**config.mk**
```make
export PLATFORM = sky130hd
export DESIGN_NAME = tappy_rx
export DESIGN_NICKNAME = d
export VERILOG_FILES = /design/src/rtl/tappy_rx.sv
export SDC_FILE = /design/constraint.sdc
export NUM_CORES = 1
export LEC_CHECK = 0
export CAP_MARGIN = 20
export CORE_MARGIN = 5
export CORE_UTILIZATION = 40
export DETAILED_ROUTE_END_ITERATION = 7
export GPL_ROUTABILITY_DRIVEN = 0
export SLEW_MARGIN = 20
export SYNTH_ARGS = -nofsm -noshare
export SYNTH_HDL_FRONTEND = slang
export SYNTH_SLANG_ARGS = --single-unit
```
**constraint.sdc**
```tcl
create_clock -name sysclk -period 1.8 [get_ports sysclk]
set_input_delay 0.27 -clock sysclk [delete_from_list [all_inputs] [get_ports sysclk]]
set_output_delay 0.27 -clock sysclk [all_outputs]
set_load 0.02 [all_outputs]
```
**src/rtl/tappy_rx.sv**
```systemverilog
// tappy_rx: synchronous-serial frame receiver (start, DATA_BITS LSB-first, optional parity, stop).
// Optional macro TAPPY_GLITCH_FILTER_EN adds a 3-sample majority filter on the synchronized clk.
`timescale 1ns/1ps

module tappy_rx #(
    parameter int DATA_BITS      = 8,
    parameter int PARITY         = 1,
    parameter int TIMEOUT_CYCLES = 2048
) (
    input  logic                 sysclk,
    input  logic                 rst_n,
    input  logic                 clk,
    input  logic                 dat,
    output logic [DATA_BITS-1:0] word,
    output logic                 done,
    output logic                 parity_err,
    output logic                 frame_err,
    output logic                 timeout,
    output logic                 busy
);

    // state    | meaning
    // S_IDLE   | waiting for a falling edge with dat=0 (start bit)
    // S_DATA   | shifting in DATA_BITS data bits
    // S_PARITY | capturing the parity bit
    // S_STOP   | waiting for the stop bit, frame result published next cycle
    typedef enum logic [1:0] {S_IDLE, S_DATA, S_PARITY, S_STOP} state_t;

    localparam int PAR_MODE = (PARITY == 3) ? 0 : PARITY;
    localparam int CW       = $clog2(DATA_BITS + 1);
    localparam int TW       = $clog2(TIMEOUT_CYCLES + 1);
    localparam logic [CW-1:0] LAST_BIT = CW'(DATA_BITS - 1);
    localparam logic [TW-1:0] TMO_LAST = TW'(TIMEOUT_CYCLES - 1);

    state_t                r_state;
    state_t                w_state_nxt;
    logic                  r_clk_s1, r_clk_s2, r_dat_s1, r_dat_s2;
    logic                  r_clk_p;
    logic                  r_armed;
    logic                  w_clk_q;
    logic                  w_edge;
    logic                  w_frame_end;
    logic                  w_tmo_hit;
    logic [CW-1:0]         r_bit_cnt;
    logic [TW-1:0]         r_tmo_cnt;
    logic [DATA_BITS-1:0]  r_shift;
    logic [DATA_BITS-1:0]  r_word;
    logic                  r_par_err;
    logic                  r_done, r_perr, r_ferr, r_timeout;

    // r_armed masks edge detection during the first cycle after reset release
    always_ff @(posedge sysclk or negedge rst_n) begin
        if (!rst_n) begin
            r_clk_s1 <= 1'b1;
            r_clk_s2 <= 1'b1;
            r_dat_s1 <= 1'b1;
            r_dat_s2 <= 1'b1;
            r_armed  <= 1'b0;
        end else begin
            r_clk_s1 <= clk;
            r_clk_s2 <= r_clk_s1;
            r_dat_s1 <= dat;
            r_dat_s2 <= r_dat_s1;
            r_armed  <= 1'b1;
        end
    end

`ifdef TAPPY_GLITCH_FILTER_EN
    logic r_clk_h1, r_clk_h2, r_clk_f;

    always_ff @(posedge sysclk or negedge rst_n) begin
        if (!rst_n) begin
            r_clk_h1 <= 1'b1;
            r_clk_h2 <= 1'b1;
            r_clk_f  <= 1'b1;
        end else begin
            r_clk_h1 <= r_clk_s2;
            r_clk_h2 <= r_clk_h1;
            r_clk_f  <= (r_clk_s2 & r_clk_h1) | (r_clk_s2 & r_clk_h2) | (r_clk_h1 & r_clk_h2);
        end
    end

    assign w_clk_q = r_clk_f;
`else
    assign w_clk_q = r_clk_s2;
`endif

    always_ff @(posedge sysclk or negedge rst_n) begin
        if (!rst_n) r_clk_p <= 1'b1;
        else        r_clk_p <= w_clk_q;
    end

    assign w_edge = r_armed & r_clk_p & ~w_clk_q;

    // An edge in the same cycle as the timeout terminal count keeps the frame alive
    always_comb begin
        w_state_nxt = r_state;
        w_frame_end = 1'b0;
        w_tmo_hit   = 1'b0;
        if ((r_state != S_IDLE) && !w_edge && (r_tmo_cnt == TMO_LAST)) begin
            w_state_nxt = S_IDLE;
            w_tmo_hit   = 1'b1;
        end else if (w_edge) begin
            case (r_state)
                S_IDLE: begin
                    if (!r_dat_s2) w_state_nxt = S_DATA;
                end
                S_DATA: begin
                    if (r_bit_cnt == LAST_BIT) begin
                        if (PAR_MODE != 0) w_state_nxt = S_PARITY;
                        else               w_state_nxt = S_STOP;
                    end
                end
                S_PARITY: w_state_nxt = S_STOP;
                S_STOP: begin
                    w_state_nxt = S_IDLE;
                    w_frame_end = 1'b1;
                end
                default: w_state_nxt = S_IDLE;
            endcase
        end
    end

    always_ff @(posedge sysclk or negedge rst_n) begin
        if (!rst_n) begin
            r_state   <= S_IDLE;
            r_bit_cnt <= '0;
            r_tmo_cnt <= '0;
            r_shift   <= '0;
            r_word    <= '0;
            r_par_err <= 1'b0;
            r_done    <= 1'b0;
            r_perr    <= 1'b0;
            r_ferr    <= 1'b0;
            r_timeout <= 1'b0;
        end else begin
            r_state   <= w_state_nxt;
            r_done    <= w_frame_end;
            r_timeout <= w_tmo_hit;

            if (w_frame_end) begin
                r_word <= r_shift;
                r_perr <= r_par_err;
                r_ferr <= ~r_dat_s2;
            end else begin
                r_perr <= 1'b0;
                r_ferr <= 1'b0;
            end

            if ((r_state == S_IDLE) || w_edge || w_tmo_hit)
                r_tmo_cnt <= '0;
            else if (r_tmo_cnt != TMO_LAST)
                r_tmo_cnt <= r_tmo_cnt + TW'(1);

            if (w_edge) begin
                case (r_state)
                    S_IDLE: begin
                        r_bit_cnt <= '0;
                        r_par_err <= 1'b0;
                    end
                    S_DATA: begin
                        r_shift   <= {r_dat_s2, r_shift[DATA_BITS-1:1]};
                        r_bit_cnt <= r_bit_cnt + CW'(1);
                    end
                    S_PARITY: begin
                        if (PAR_MODE == 1) r_par_err <= ~(^{r_shift, r_dat_s2});
                        else               r_par_err <= ^{r_shift, r_dat_s2};
                    end
                    default: ;
                endcase
            end
        end
    end

    assign word       = r_word;
    assign done       = r_done;
    assign parity_err = r_perr;
    assign frame_err  = r_ferr;
    assign timeout    = r_timeout;
    assign busy       = (r_state != S_IDLE);

endmodule

```
==> results.py <==
metrics = {
    "sta": {
        "setup_tns_ns": 0,
        "max_slew_margin_pct": 65.0,
        "rsz0062_at_grt": "no",
        "final_hold_viol_count": 0,
        "fmax_mhz": 592,
        "finalCriticalPeriod_ns": 1.69,
        "min_period_over_period_pct": 93.8,
        "fin_skew_ns": 0.00300,
        "tightest_slew_ns": 0.525,
        "worst_slack_ns": 0.111,
        "setup_viol": 0,
        "slew_violations": 0,
    },
    "critical_path": {
        "slowest_stage": "dfrtp_1",
        "crit_path_start_kind": "flip-flop",
        "path_cells": "inv_1 > ha_2 > inv_1 > dlygate4sd2_1",
        "cp-end-kind": "output port",
        "worstPathMaxFanout": 6,
        "cp_common_cell": "inv_1",
        "arrival_ns": 1.42,
        "required_ns": 1.53,
        "reg2reg_slack_ns": 0.21,
        "critPathMaxStageDelay_ns": 0.42,
        "crit_type": "reg2out",
    },
    "floorplan": {
        "rows": 25,
        "start_util_pct": 41.2,
        "die_h_um": 79.7,
        "die_area_um2": 6360,
        "core_area_um2": 4720,
        "pin_count": 17,
        "die_x_um": 79.7,
    },
    "final_layout": {
        "n_antenna_cell": 0,
        "mostFrequentLayoutCells": "dfrtp_1 (40), nor2_1 (16), mux2_2 (16), clkdlybuf4s50_1 (14)",
        "layout_commonest_cell": "dfrtp_1",
        "drive_gt1_share_pct": 23.0,
        "fin_nets": 187,
        "syn_to_final_growth_pct": 18.5,
        "fillCellCount": 417,
    },
    "power": {
        "switching_share_pct": 31.1,
        "p_leak_uw": 0.00109,
        "switching_power_uw": 825,
        "peakVddDrop_mv": 0.699,
        "pwr-share-comb_pct": 28.1,
        "power-per-cell-area_nw_per_um2": 1150,
        "intPower_uw": 1830,
        "pwr-share-clk_pct": 22.4,
        "p_seq_share_pct": 49.5,
    },
    "drt": {
        "num_vias": 1188,
        "vias_per_cell": 4.85,
        "wl_per_cell_um": 13.4,
        "final_antenna_net_count": 0,
        "dr.pass1.iters": 5,
        "drc": 0,
        "drt-total-wl_mm": 3.28,
        "drtIter0Drc": 64,
    },
    "clock_network": {
        "numCtsBuffers": 5,
        "cts_buffer_depth": 2,
        "insertion_delay_ns": 0.29,
        "clk_pin_slew_worst_paths_ns": 0.08,
        "cts.sinks": 45,
        "cts_setup_buffers": 0,
        "cts_tree": "built",
        "h-tree-depth": 2,
        "cts-root-buf": "clkbuf_8",
    },
    "synthesis": {
        "synth-adder-area-share_pct": 3.86,
        "synth_cell_type_count": 33,
        "ys_warn_count": 0,
        "synth.avg_cell_area_um2": 12.8,
        "yosys.area.top_type": "dfrtp_1",
        "synth_mux_area_share_pct": 9.26,
        "synth-simple-area-share_pct": 13.8,
        "synth_xor_area_share_pct": 8.36,
        "syn_nets": 162,
        "synth-compound-area-share_pct": 4.50,
        "synth_top_area_share_pct": 51.4,
        "ys_async_sr_fraction_pct": 100,
        "synth_ff_type": "dfrtp_1",
        "synthCells": 152,
        "synth_seq_area_share_pct": 58.2,
        "synth_top_family_by_area": "simple AND/OR/NAND/NOR gates",
        "synth_edf_count": 0,
        "ys_ff_latch": 45,
        "yosys-top-cells-area": "dfrtp_1 (51%), mux2_2 (9.3%), dfstp_2 (6.8%)",
        "syn-cell-area_um2": 1950,
    },
    "placed_design": {
        "pre_cts_ws_ns": 0.0805,
        "io_buffers": 16,
        "dp_hpwl_mm": 2.40,
    },
    "global_route": {
        "gr-total-overflow": 0,
        "grt_pass1_wl_mm": 5.78,
        "grt_pass1_vias": 1250,
        "grt_max_degree": 25,
        "antenna_found_initial": 0,
        "grt_usage_pct": 11.9,
    },
    "outcome": {
        "status": "completed",
    },
    "min_path": {
        "hold_path_class": "reg2reg",
    },
    "run": {
        "cap_violations": 0,
    },
}
[metal layers]
layer / GRT usage [%] / wire length (um) / up-vias
met5: 0 / 0 / -
met4: 5.57 / 73 / 0
met3: 3.50 / 134 / 7
met2: 19.1 / 1570 / 16
met1: 14.6 / 1510 / 594
li1: - / - / 571
[registers in the layout, summed over array words and instances, names as in the netlist]
register and flops:
done 1, frame_err 1, parity_err 1, r_armed 1, r_bit_cnt 4, r_clk_p 1, r_clk_s1 1, r_clk_s2 1
r_dat_s1 1, r_dat_s2 1, r_par_err 1, r_shift 8, r_state 2, r_tmo_cnt 12, timeout 1, word 8
[stage by stage]
| stage | hold slack (ns) | utilization [%] | instances | total power [uW] | instance area [um^2] |
|---|---|---|---|---|---|
| floorplan | -0.0256 | - | 152 | 1840 | 1950 |
| global placement | 0.257 | 46.7 | 236 | 2050 | 2210 |
| detailed placement | 0.282 | 46.7 | 236 | 2090 | 2210 |
| CTS | 0.361 | 48.7 | 245 | 2690 | 2300 |
| global route | 0.370 | 48.8 | 245 | 2840 | 2310 |
| finish | 0.360 | 48.8 | 245 | 2650 | 2310 |
[critical path: cells and delay by family, from the launching register on]
family | cells | cell delay, ns
buffers and inverters | 3 | 0.46
adders and majority gates | 1 | 0.24
DFF | 1 | 0.42
[power by group through the flow]
stage | sequential, uW | combinational, uW | clock, uW
after global placement | 1330 | 720 | 0
final | 1310 | 745 | 594
after floorplan | 1320 | 514 | 0
after global routing | 1340 | 841 | 660
after detailed placement | 1340 | 756 | 0
after CTS | 1320 | 755 | 619
[synthesized netlist by cell type (2+ instances only)]
library cell	number
o21ai_1	2
dfrtp_1	40
a32o_1	3
nand4_1	2
and4_1	2
mux2_2	16
dfstp_2	5
ha_1	6
xor2_1	8
nor2_1	16
nand2_1	7
inv_1	6
and3b_1	2
nand4b_1	2
and3_1	2
nand3_1	5
o21ai_0	4
nand2_2	2
xnor2_1	8
[logic make-up after synthesis]
family,after synthesis
multiplexers,16
adder cells (fa/ha/maj),6
other,1
buffers and inverters,8
AO/OA/AOI/OAI,12
AND/OR/NAND/NOR,47
flip-flops,45
XOR/XNOR,17
[cell type report]
class / instances / area [um^2] / share of cell area (%)
sequential: 45 / 1130 / 49.1
multi-input combinational: 99 / 782 / 33.9
timing repair buffer: 20 / 199 / 8.63
tap: 67 / 83.8 / 3.64
clock buffer: 5 / 68.8 / 2.98
inverter: 6 / 22.5 / 0.977
clock inverter: 3 / 17.5 / 0.760
[final timing paths]
path	start	endpoint	cells after the start
max in group asynchronous	rst_n	r_dat_s2	3
setup reg to reg	r_tmo_cnt[0]	r_state[0]	5
hold / removal	r_dat_s1	r_dat_s2	0
setup / recovery	r_state[0]	busy	4
hold reg to reg	r_dat_s1	r_dat_s2	0
min in group asynchronous	rst_n	r_armed	2
[timing repair]
| action | 4_1_cts | 5_1_grt |
|---|---|---|
| gates resized for setup | 1 | 2 |
| hold endpoints to repair | 20 | 0 |
| setup endpoints to repair | 1 | 13 |
| hold buffers | 1 | 0 |
Note: power is estimated with default switching activity, not from simulation.
